===== src/rtl/clock_pkg.sv =====
// Shared clock-datapath definitions: 12-hour count geometry, BCD digit width,
// setter FSM states and the modulo-12 increment used by the hour registers.
package clock_pkg;

  localparam int CNT12_W   = 4;
  localparam int CNT12_MAX = 11;
  localparam int BCD_W     = 4;

  typedef enum logic [1:0] {
    IDLE   = 2'd0,
    CHECK  = 2'd1,
    COMMIT = 2'd2
  } set_state_t;

  // 0 encodes 12 o'clock, so 11 wraps to 0.
  function automatic logic [CNT12_W-1:0] cnt12_inc(input logic [CNT12_W-1:0] cnt);
    return (cnt == CNT12_W'(CNT12_MAX)) ? '0 : cnt + 1'b1;
  endfunction

endpackage


===== src/rtl/hour12_bcd_loader_if.sv =====
// Set-request handshake between a time-setting source and hour12_bcd_loader.
// SET_AMPM exists only when HOUR12_AMPM_EN is defined.
interface hour12_bcd_loader_if;
  import clock_pkg::*;

  logic             SET_VALID;
  logic             SET_READY;
  logic             SET_HOUR10;
  logic [BCD_W-1:0] SET_HOUR1;
`ifdef HOUR12_AMPM_EN
  logic             SET_AMPM;
`endif

`ifdef HOUR12_AMPM_EN
  modport master (output SET_VALID, SET_HOUR10, SET_HOUR1, SET_AMPM, input SET_READY);
  modport slave  (input SET_VALID, SET_HOUR10, SET_HOUR1, SET_AMPM, output SET_READY);
`else
  modport master (output SET_VALID, SET_HOUR10, SET_HOUR1, input SET_READY);
  modport slave  (input SET_VALID, SET_HOUR10, SET_HOUR1, output SET_READY);
`endif

endinterface


===== src/rtl/hour12_bcd_encoder.sv =====
// Combinational BCD hour (1..12) to 12-hour count encoder with legality flag.
module hour12_bcd_encoder
  import clock_pkg::*;
(
  input  logic               hour10,
  input  logic [BCD_W-1:0]   hour1,
  output logic [CNT12_W-1:0] cnt,
  output logic               legal
);

  always_comb begin
    // NOTE: defaults first so no path through this block leaves an output unassigned (no latch).
    cnt   = '0;
    legal = 1'b0;
    if (!hour10) begin
      if (hour1 >= BCD_W'(1) && hour1 <= BCD_W'(9)) begin
        legal = 1'b1;
        cnt   = hour1;
      end
    end else begin
      case (hour1)
        BCD_W'(0): begin legal = 1'b1; cnt = CNT12_W'(10); end
        BCD_W'(1): begin legal = 1'b1; cnt = CNT12_W'(11); end
        BCD_W'(2): begin legal = 1'b1; cnt = '0;           end
        default:   begin legal = 1'b0; cnt = '0;           end
      endcase
    end
  end

endmodule


===== src/rtl/hour12_bcd_loader.sv =====
// Hour-keeping register with BCD time-set: validates and loads a BCD hour, advances on
// TICK_HOUR and flags the 11->12 rollover. Optional meridiem flag: HOUR12_AMPM_EN.
module hour12_bcd_loader
  import clock_pkg::*;
(
  input  logic                 CLK,
  input  logic                 nRST,
  input  logic                 TICK_HOUR,
  hour12_bcd_loader_if.slave   set_if,
  output logic [CNT12_W-1:0]   CNT12,
  output logic                 CARRY,
  output logic                 SET_ERR
`ifdef HOUR12_AMPM_EN
  ,
  output logic                 AMPM
`endif
);

  set_state_t         state;
  logic               set_ready;
  logic               hold_h10;
  logic [BCD_W-1:0]   hold_h1;
`ifdef HOUR12_AMPM_EN
  logic               hold_ampm;
`endif
  logic [CNT12_W-1:0] enc_cnt;
  logic               enc_legal;

  assign set_if.SET_READY = set_ready;

  hour12_bcd_encoder u_encoder (
    .hour10 (hold_h10),
    .hour1  (hold_h1),
    .cnt    (enc_cnt),
    .legal  (enc_legal)
  );

  // NOTE: all state below uses non-blocking assignments so every register samples pre-edge values.
  always_ff @(posedge CLK or negedge nRST) begin
    if (!nRST) begin
      state     <= IDLE;
      set_ready <= 1'b1;
      CNT12     <= '0;
      CARRY     <= 1'b0;
      SET_ERR   <= 1'b0;
      // NOTE: the holding registers are reset too; they are a few flops, not a memory.
      hold_h10  <= 1'b0;
      hold_h1   <= '0;
`ifdef HOUR12_AMPM_EN
      hold_ampm <= 1'b0;
      AMPM      <= 1'b0;
`endif
    end else begin
      CARRY   <= 1'b0;
      SET_ERR <= 1'b0;

      // A tick landing on the COMMIT edge is dropped: the load wins.
      if (TICK_HOUR && state != COMMIT) begin
        CNT12 <= cnt12_inc(CNT12);
        if (CNT12 == CNT12_W'(CNT12_MAX)) begin
          CARRY <= 1'b1;
`ifdef HOUR12_AMPM_EN
          AMPM  <= ~AMPM;
`endif
        end
      end

      case (state)
        IDLE: begin
          if (set_if.SET_VALID && set_ready) begin
            hold_h10  <= set_if.SET_HOUR10;
            hold_h1   <= set_if.SET_HOUR1;
`ifdef HOUR12_AMPM_EN
            hold_ampm <= set_if.SET_AMPM;
`endif
            set_ready <= 1'b0;
            state     <= CHECK;
          end
        end
        CHECK: begin
          if (enc_legal) begin
            state <= COMMIT;
          end else begin
            SET_ERR   <= 1'b1;
            set_ready <= 1'b1;
            state     <= IDLE;
          end
        end
        COMMIT: begin
          CNT12     <= enc_cnt;
`ifdef HOUR12_AMPM_EN
          AMPM      <= hold_ampm;
`endif
          set_ready <= 1'b1;
          state     <= IDLE;
        end
        default: begin
          set_ready <= 1'b1;
          state     <= IDLE;
        end
      endcase
    end
  end

endmodule

===== src/flat_wrapper.sv =====
// flat-port wrapper written by rule: the top's interface ports become plain ports
module hour12_bcd_loader_flat import clock_pkg::*;
  (CLK, nRST, TICK_HOUR, CNT12, CARRY, SET_ERR, set_if_SET_VALID, set_if_SET_HOUR10, set_if_SET_HOUR1, set_if_SET_READY);
  hour12_bcd_loader_if set_if_i ();
  input  logic CLK;
  input  logic nRST;
  input  logic TICK_HOUR;
  output logic [CNT12_W-1:0] CNT12;
  output logic CARRY;
  output logic SET_ERR;
  input wire logic [$bits(set_if_i.SET_VALID)-1:0] set_if_SET_VALID;
  input wire logic [$bits(set_if_i.SET_HOUR10)-1:0] set_if_SET_HOUR10;
  input wire logic [$bits(set_if_i.SET_HOUR1)-1:0] set_if_SET_HOUR1;
  output wire logic [$bits(set_if_i.SET_READY)-1:0] set_if_SET_READY;
  assign set_if_i.SET_VALID = set_if_SET_VALID;
  assign set_if_i.SET_HOUR10 = set_if_SET_HOUR10;
  assign set_if_i.SET_HOUR1 = set_if_SET_HOUR1;
  assign set_if_SET_READY = set_if_i.SET_READY;
  hour12_bcd_loader u_core (.CLK(CLK), .nRST(nRST), .TICK_HOUR(TICK_HOUR), .set_if(set_if_i), .CNT12(CNT12), .CARRY(CARRY), .SET_ERR(SET_ERR));
endmodule

===== config.mk =====
export PLATFORM = sky130hd
export DESIGN_NAME = hour12_bcd_loader_flat
export DESIGN_NICKNAME = d
export VERILOG_FILES = /design/src/rtl/clock_pkg.sv /design/src/rtl/hour12_bcd_loader_if.sv /design/src/rtl/hour12_bcd_encoder.sv /design/src/rtl/hour12_bcd_loader.sv /design/src/flat_wrapper.sv
export SDC_FILE = /design/constraint.sdc
export NUM_CORES = 1
export LEC_CHECK = 0
export BUFFER_PORTS_ARGS = -buffer_cell sky130_fd_sc_hd__buf_4
export CAP_MARGIN = 20
export CORE_AREA = 8 8 55 57
export DETAILED_ROUTE_END_ITERATION = 8
export DIE_AREA = 0 0 63 65
export MAX_ROUTING_LAYER = met4
export PLACE_DENSITY_LB_ADDON = 0.15
export SLEW_MARGIN = 20
export SYNTH_ARGS = -nofsm -noshare
export SYNTH_HDL_FRONTEND = slang
export SYNTH_SLANG_ARGS = --single-unit

===== constraint.sdc =====
create_clock -name CLK -period 3.4 [get_ports CLK]
set_clock_uncertainty 0.15 [all_clocks]
set_input_delay 0.68 -clock CLK [delete_from_list [all_inputs] [get_ports CLK]]
set_output_delay 0.68 -clock CLK [all_outputs]
set_load 0.05 [all_outputs]

==> results.toml, run 1 <==
[setup_path]
worstPathArrival_ps = 1030
path_cells = "buf_4"
cp_top_family = "flip-flops"
worstSetupEndpointType = "output pin"
slowest_delay_ps = 560
critPathMaxFanout = 4
slowest_stage = "dfstp_2"
critPathLaunchType = "flip-flop"
worstPathRequired_ps = 2570
worst-path-buf-inv = 1
crit_type = "reg2out"

[sta]
min_period_over_period_pct = 54.8
setup-tns-final_ps = 0
fin_crit_ps = 1860
hold_viol = 0
worst_pin_slew_ps = 293
setup_viol = 0
rsz0062_at_grt = "false"
max_freq_mhz = 537
maxSlewViolCount = 0
slew_headroom_pct = 80.4

[clock_tree]
cts-root-buf = "clkbuf_4"
cts_tree = "done"
holdBufCountCts = 0
cts_post_setup_buffers_inserted = 0
cts_resized = 0
clockBufferDepth = 2
cts-htree-levels = 1
clk_pin_slew_worst_paths_ps = 90
insertion_delay_ps = 280
numCtsBuffers = 3
cts.sinks = 14

[pwr]
powerDensity_nw_per_um2 = 604
ir_worst_vdd_mv = 0.259
p_seq_share_pct = 40.9
switching_share_pct = 38.9
finalPower_uw = 539
p_leak_nw = 0.414
p_comb_share_pct = 36.6
power_switching_uw = 210
power.clock.fraction_pct = 22.5
p_int_uw = 329

[synth]
synth_cell_types = 28
async_reset_ff_share_pct = 100
ys_seq_elements = 14
ys.flop_type = "dfrtp_1"
netlist_area_sq_um = 713
yosysWarnings = 0
syn_avg_cell_area_sq_um = 11.0
synth_cells = 65
syn_nets = 75
synth-edff-count = 0
ys_seq_area_share_pct = 49.3
synth_top_cell_area_share_pct = 45.6
synth_top_area_cell = "dfrtp_1"
synth.top_cells.by_area = "dfrtp_1, mux2_2, dfstp_2, a21oi_1, o21ai_0"
synthTopCellsByCount = "dfrtp_1, mux2_2, a21oi_1, o21ai_0"
synth_most_common_cell = "dfrtp_1"

[die]
fp.dieH_microns = 65
core_sq_um = 2150
initial_core_util_pct = 33.2
fp.dieArea_sq_um = 4100
die_w_microns = 63
rows = 17
pin_count = 16

[finish]
n_antenna_cell = 0
nFillCells = 208
fin_cells = 111
stdcell_area_sq_um = 892
drive_gt1_share_pct = 34.9
syn_to_final_growth_pct = 25.1
final_nets = 94

[routing]
ant_nets = 0
drtPass1Iterations = 5
via_count = 540
wire_per_inst_microns = 12.1
first_iter_violations = 8
vias_per_cell = 4.86
remaining_drc_errors = 0
drt_wl_total_microns = 1340

[global_route]
grt_pass1_vias = 560
grt_pass1_wl_microns = 2390
overflow = 0
antenna_found_initial = 0
grt_max_degree = 15
track_usage_pct = 7.32

[placement]
gp_congestion = 0.708
placed_cell_area_sq_um = 856
portBuffers = 15
dp_cells = 107
place_hpwl_microns = 1050

[run_status]
outcome = "complete, no violations"

[worst_hold_path]
hold_class = "in2async"

[job]
maxCapViolCount = 0
==> final timing paths <==
check                                        startpoint                      end  slack (ps)  cells past startpoint
max in group asynchronous                          nRST  u_core.set_if.SET_READY        2790                      1
worst min register to register          u_core.CNT12[2]             u_core.CARRY         410                      1
worst min-delay path                               nRST        u_core.hold_h1[3]          70                      1
worst max-delay path            u_core.set_if.SET_READY         set_if_SET_READY        1540                      1
min in group CLK                        u_core.CNT12[2]             u_core.CARRY         410                      1
worst max register to register  u_core.set_if.SET_READY        u_core.hold_h1[3]        1880                      3
==> cells by family (layout without fill, tap and decap cells) <==
| family | count (synthesis) | in the layout | synth area share [%] |
|---|---|---|---|
| simple gates | 23 | 23 | 20.7 |
| compound gates | 15 | 15 | 11.9 |
| flops | 14 | 14 | 49.3 |
| mux | 8 | 8 | 12.3 |
| fa+ha+maj | 2 | 2 | 3.33 |
| buf+inv | 2 | 20 | 1.23 |
| xor+xnor | 1 | 1 | 1.23 |
==> through the flow <==
stage / hold slack [ps] / util [%] / setup slack [ps]
after global placement: 385 / 39.8 / 1660
final: 73.0 / 41.5 / 1540
after CTS: 68.3 / 41.5 / 1520
after floorplan: 234 / - / 1730
after global routing: 59.1 / 41.5 / 1500
after detailed placement: 386 / 39.8 / 1630
==> cell usage in the layout, fill, tap and decap left out <==
cell type,count
clkbuf_4,3
mux2_2,6
nand2b_1,2
nand2_1,4
nand3_1,2
dfstp_2,1
or2_0,1
nor2b_1,2
ha_1,1
maj3_2,1
nor3_4,1
o22ai_1,1
clkbuf_8,1
dfrtp_1,13
mux2i_1,2
a211oi_1,1
inv_1,1
nor2_1,4
a21oi_1,5
buf_4,15
and4b_1,2
nand3b_1,2
a31oi_1,1
o31ai_1,1
xor2_1,1
and3_1,1
o21ai_0,5
and2b_4,1
a21boi_0,1
nor4b_1,1
==> flip-flops by register name, indices dropped and copies added, names as in the netlist <==
| signal | cells |
|---|---|
| u_core.SET_ERR | 1 |
| u_core.hold_h10 | 1 |
| u_core.state | 2 |
| u_core.hold_h1 | 4 |
| u_core.CARRY | 1 |
| u_core.set_if.SET_READY | 1 |
| u_core.CNT12 | 4 |
==> power groups by stage <==
stage / Combinational [mW] / Sequential (mW) / Clock [mW]
6_report: 0.197 / 0.220 / 0.121
5_1_grt: 0.213 / 0.226 / 0.136
4_1_cts: 0.200 / 0.220 / 0.128
3_5_place_dp: 0.200 / 0.224 / 0
2_1_floorplan: 0.0611 / 0.297 / 0
3_3_place_gp: 0.199 / 0.222 / 0
==> metal layers <==
layer / track usage (%) / vias up / wire [microns] / part of all wire [%]
met2: 11.5 / 14 / 656 / 49
met1: 7.47 / 250 / 585 / 44
met4: 4.27 / 0 / 10 / 0.75
met3: 3.26 / 2 / 88 / 6.6
li1: - / 274 / - / -
met5: - / - / 0 / 0
==> area by class of cell <==
| cell class | instances | area [sq um] | share of cell area (%) |
|---|---|---|---|
| Inverter | 1 | 3.75 | 0.421 |
| Multi-Input combinational cell | 49 | 353 | 39.6 |
| Clock buffer | 4 | 36.3 | 4.07 |
| Tap cell | 28 | 35.0 | 3.93 |
| Sequential cell | 14 | 352 | 39.4 |
| Timing Repair Buffer | 15 | 113 | 12.6 |
(Power assumes the default switching activity.)
==> run 2: changes to the inputs <==
clock period = 1.77 ns   (was 3.4 ns; I/O delays follow)
==> run 2 against run 1 <==
Against the previous run:
- clock power is 51% higher
- routed wire length is 0.37% higher
- sequential power is 93% higher
- critical path depth stayed put
- die area stayed put
- total power is 83% higher
==> results.toml, run 2 (synthesis results as in run 1) <==
[run_status]
outcome = "complete, no violations"

[finish]
seq_area_sq_um = 352
multi_input_area_sq_um = 353
fin_cells = 112
largestRegisters = "u_core.CNT12 x4, u_core.hold_h1 x4, u_core.state x2"
layout_commonest_cell = "buf_4"
final_nets = 95
syn_to_final_growth_pct = 25.1
mostFrequentLayoutCells = "buf_4, dfrtp_1, mux2_2"
drive_gt1_share_pct = 33.3
n_antenna_cell = 0
nFillCells = 229

[routing]
wire_per_inst_microns = 12.0
drt_wl_total_microns = 1350
vias_per_cell = 4.78
via_count = 535
first_iter_violations = 16
remaining_drc_errors = 0
ant_nets = 0
drtPass1Iterations = 4

[setup_path]
worstPathArrival_ps = 1020
crit_type = "reg2out"
cp_top_family = "flip-flops"
worstPathRequired_ps = 1270
worstSetupEndpointType = "output pin"
slowest_stage = "dfstp_2"
cp.depth = 1
rr_worst_depth = 3
slowest_delay_ps = 550
critPathLaunchType = "flip-flop"
critPathMaxFanout = 4
worst-path-buf-inv = 1
path_cells = "buf_4"

[sta]
worst_pin_slew_ps = 298
rsz0062_at_grt = "false"
setup_viol = 0
fin_crit_ps = 1520
max_freq_mhz = 657
slew_headroom_pct = 80.1
setup-tns-final_ps = 0
min_period_over_period_pct = 86.0
maxSlewViolCount = 0
hold_viol = 0

[global_route]
track_usage_pct = 7.10
grt_pass1_wl_microns = 2330
overflow = 0
grt_pass1_vias = 540
grt_max_degree = 15
antenna_found_initial = 0

[job]
maxCapViolCount = 0

[pwr]
p_seq_share_pct = 42.9
power_switching_uw = 392
switching_share_pct = 39.7
p_comb_share_pct = 38.6
ir_worst_vdd_mv = 0.479
p_leak_nw = 0.412
power.clock.fraction_pct = 18.5
powerDensity_nw_per_um2 = 1110
p_int_uw = 596

[die]
core_sq_um = 2150
initial_core_util_pct = 33.2
fp.dieArea_sq_um = 4100
rows = 17
fp.dieH_microns = 65
die_w_microns = 63
pin_count = 16

[clock_tree]
numCtsBuffers = 3
insertion_delay_ps = 270
cts.sinks = 14
cts-htree-levels = 1
clk_pin_slew_worst_paths_ps = 80
cts_tree = "done"
cts_resized = 0
clockBufferDepth = 2
cts-root-buf = "clkbuf_4"
cts_post_setup_buffers_inserted = 0

[worst_hold_path]
hold_class = "in2reg"
hold_depth = 2

[placement]
gp_congestion = 0.719
dp_cells = 107
place_hpwl_microns = 1040
portBuffers = 15
## run 2: cell count changes in the layout (fill, tap and decap cells not counted), sizes merged
cell and change:
dlygate4sd3 +1
## run 2: worst paths after layout
path,startpoint,to,slack [ps]
setup reg to reg,u_core.set_if.SET_READY,u_core.hold_h1[0],250
hold reg to reg,u_core.CNT12[2],u_core.CARRY,390
max in group asynchronous,nRST,u_core.set_if.SET_READY,920
hold / removal,set_if_SET_HOUR10,u_core.hold_h10,160
min in group asynchronous,nRST,u_core.hold_h1[1],310
setup / recovery,u_core.set_if.SET_READY,set_if_SET_READY,250
## run 2: final cells by class
cell class	instances	area share, %
tap	28	3.93
timing repair buffer	16	13.7
clock buffer	4	2.95
multi-input combinational	49	39.6
sequential	14	39.4
inverter	1	0.421
## run 2: worst register-to-register path: cells and delay by family, from the launching register on
family	cells	cell delay [ps]
and+or+nand+nor	2	340
muxes	1	370
DFF	1	550
## run 2: repair_timing
action,4_1_cts,5_1_grt
setup endpoints to repair,0,0
hold buffers,1,0
endpoints found under the hold margin,14,0
## run 2: power groups by stage
stage	clock network, mW	logic [mW]	registers (mW)
2_1_floorplan	0	0.117	0.571
3_3_place_gp	0	0.383	0.427
3_5_place_dp	0	0.386	0.431
4_1_cts	0.192	0.388	0.425
5_1_grt	0.203	0.410	0.435
6_report	0.183	0.381	0.424
## run 2: layer usage
layer	track usage, %	wire [microns]	vias to the layer above
li1	-	-	272
met1	7.98	633	245
met2	10.8	606	16
met3	3.44	89	2
met4	2.56	16	0
met5	-	0	-
## run 2: through the flow
step / util (%) / worst slack, ps / hold WS [ps] / cell area (sq um) / power, mW
floorplan: - / 97.1 / -91.6 / 713 / 0.688
global placement: 39.8 / 266 / 62.2 / 856 / 0.810
detailed placement: 39.8 / 242 / 64.9 / 856 / 0.817
CTS: 41.5 / 224 / 152 / 892 / 1.00
global route: 41.5 / 174 / 149 / 892 / 1.05
finish: 41.5 / 247 / 158 / 892 / 0.989
==> run 3: changes to the inputs <==
CELL_PAD_IN_SITES_DETAIL_PLACEMENT = 1   (was not set)
CELL_PAD_IN_SITES_GLOBAL_PLACEMENT = 2   (was not set)
CORE_AREA = 8 8 57 59   (was 8 8 55 57)
CTS_CLUSTER_DIAMETER = 30   (was not set)
DIE_AREA = 0 0 65 67   (was 0 0 63 65)
SLEW_MARGIN = 5   (was 20)
==> run 3 against run 2 <==
Against the previous run:
- final area up 1.4%
- worst setup slack worse by 12 ps
- core utilization down 3.3 points
- die area up 6.3%
- largest power group unchanged
- non-clock buffer count unchanged
- highest routed layer unchanged
- critical path type unchanged
- sequential cell count unchanged
- routed wire length up 18%
- maximum frequency down 0.81%
- register-to-register slack about the same
==> results.toml, run 3 (synthesis results as in run 1) <==
[run_status]
outcome = "complete, no violations"

[sta]
setup-tns-final_ps = 0
slew_headroom_pct = 80.6
worst_pin_slew_ps = 290
fin_crit_ps = 1540
maxSlewViolCount = 0
min_period_over_period_pct = 86.7
rsz0062_at_grt = "false"
setup_viol = 0
max_freq_mhz = 651
hold_viol = 0

[global_route]
globalRouteMet1Util_pct = 9.26
antenna_found_initial = 0
grt_pass1_vias = 601
overflow = 0
grt_max_degree = 15
grt_pass1_wl_microns = 2780
track_usage_pct = 8.45
use_met2_pct = 14.2
top_usage_layer = "met2"
met3_usage_pct = 2.52

[setup_path]
path_cells = "buf_4"
worstPathRequired_ps = 1270
slowest_delay_ps = 560
worstSetupEndpointType = "output pin"
critPathMaxFanout = 4
slowest_stage = "dfstp_2"
crit_type = "reg2out"
critPathLaunchType = "flip-flop"
cp_top_family = "flip-flops"
worst-path-buf-inv = 1
worstPathArrival_ps = 1030

[pwr]
p_leak_nw = 0.418
ir_worst_vdd_mv = 0.476
powerDensity_nw_per_um2 = 1150
finalPower_mw = 1.04

[finish]
final_nets = 95
drive_gt1_share_pct = 34.5
syn_to_final_growth_pct = 26.8
n_antenna_cell = 0
mostFrequentLayoutCells = "buf_4, dfrtp_1, mux2_2"
largestRegisters = "u_core.CNT12 x4, u_core.hold_h1 x4, u_core.state x2"
layout_commonest_cell = "buf_4"

[clock_tree]
cts_resized = 0
cts-root-buf = "clkbuf_4"
cts-htree-levels = 1
numCtsBuffers = 3
clk_pin_slew_worst_paths_ps = 90
cts_tree = "done"
clockBufferDepth = 2
cts.sinks = 14
insertion_delay_ps = 270

[routing]
vias_per_cell = 5.03
via_count = 573
ant_nets = 0
first_iter_violations = 20
drt_wl_total_microns = 1580
remaining_drc_errors = 0
wire_per_inst_microns = 13.9
drtPass1Iterations = 4

[die]
die_w_microns = 65
rows = 18
fp.dieH_microns = 67
pin_count = 16
initial_core_util_pct = 30.2
fp.dieArea_sq_um = 4360
core_sq_um = 2360

[placement]
portBuffers = 15
place_hpwl_microns = 1200
gp_congestion = 0.693

[job]
maxCapViolCount = 0

[worst_hold_path]
hold_class = "in2reg"
-- run 3: changes by cell type in the layout (fill, tap and decap cells not counted) --
cell / previous run / this run
clkbuf_1: 1 / 0
clkbuf_8: 0 / 1
-- run 3: metal layers --
metal / part of all wire (%) / up-vias
li1: - / 276
met1: 44 / 283
met2: 51 / 12
met3: 3.9 / 2
met4: 0.69 / 0
met5: 0 / -
-- run 3: worst paths after layout --
kind | start | to | slack [ps] | depth (start not counted)
min in group asynchronous | nRST | u_core.hold_h1[3] | 310 | 2
worst min-delay path | set_if_SET_HOUR1[2] | u_core.hold_h1[2] | 150 | 2
worst min register to register | u_core.CNT12[2] | u_core.CARRY | 400 | 1
worst max-delay path | u_core.set_if.SET_READY | set_if_SET_READY | 230 | 1
max in group asynchronous | nRST | u_core.set_if.SET_READY | 920 | 2
worst max register to register | u_core.set_if.SET_READY | u_core.hold_h10 | 250 | 3
-- run 3: power by group --
group	internal, mW	switching (mW)	leakage, nW
clock network	0.125	0.105	0.0210
registers	0.364	0.0564	0.184
logic	0.146	0.241	0.213
total	0.635	0.403	0.418
-- run 3: repair_timing --
item | CTS | global route
hold buffers | 1 | 0
setup endpoints to repair | 0 | 0
buffers inserted | 0 | 0
hold endpoints to repair | 14 | 0
-- run 3: final cells by class --
class,count,area [sq um]
clock buffer,4,36.3
fill,288,1460
inverter,1,3.75
multi-input combinational,49,353
sequential,14,352
tap,30,37.5
timing repair buffer,16,123
-- run 3: per-stage QoR --
step | cell area [sq um] | util [%] | std cells | hold slack [ps] | setup WS [ps]
2_1_floorplan | 713 | - | 65 | -91.6 | 97.1
3_3_place_gp | 858 | 36.3 | 109 | 66.6 | 267
3_5_place_dp | 858 | 36.3 | 109 | 66.6 | 238
4_1_cts | 905 | 38.3 | 114 | 146 | 217
5_1_grt | 905 | 38.3 | 114 | 137 | 174
6_report | 905 | 38.3 | 114 | 152 | 235
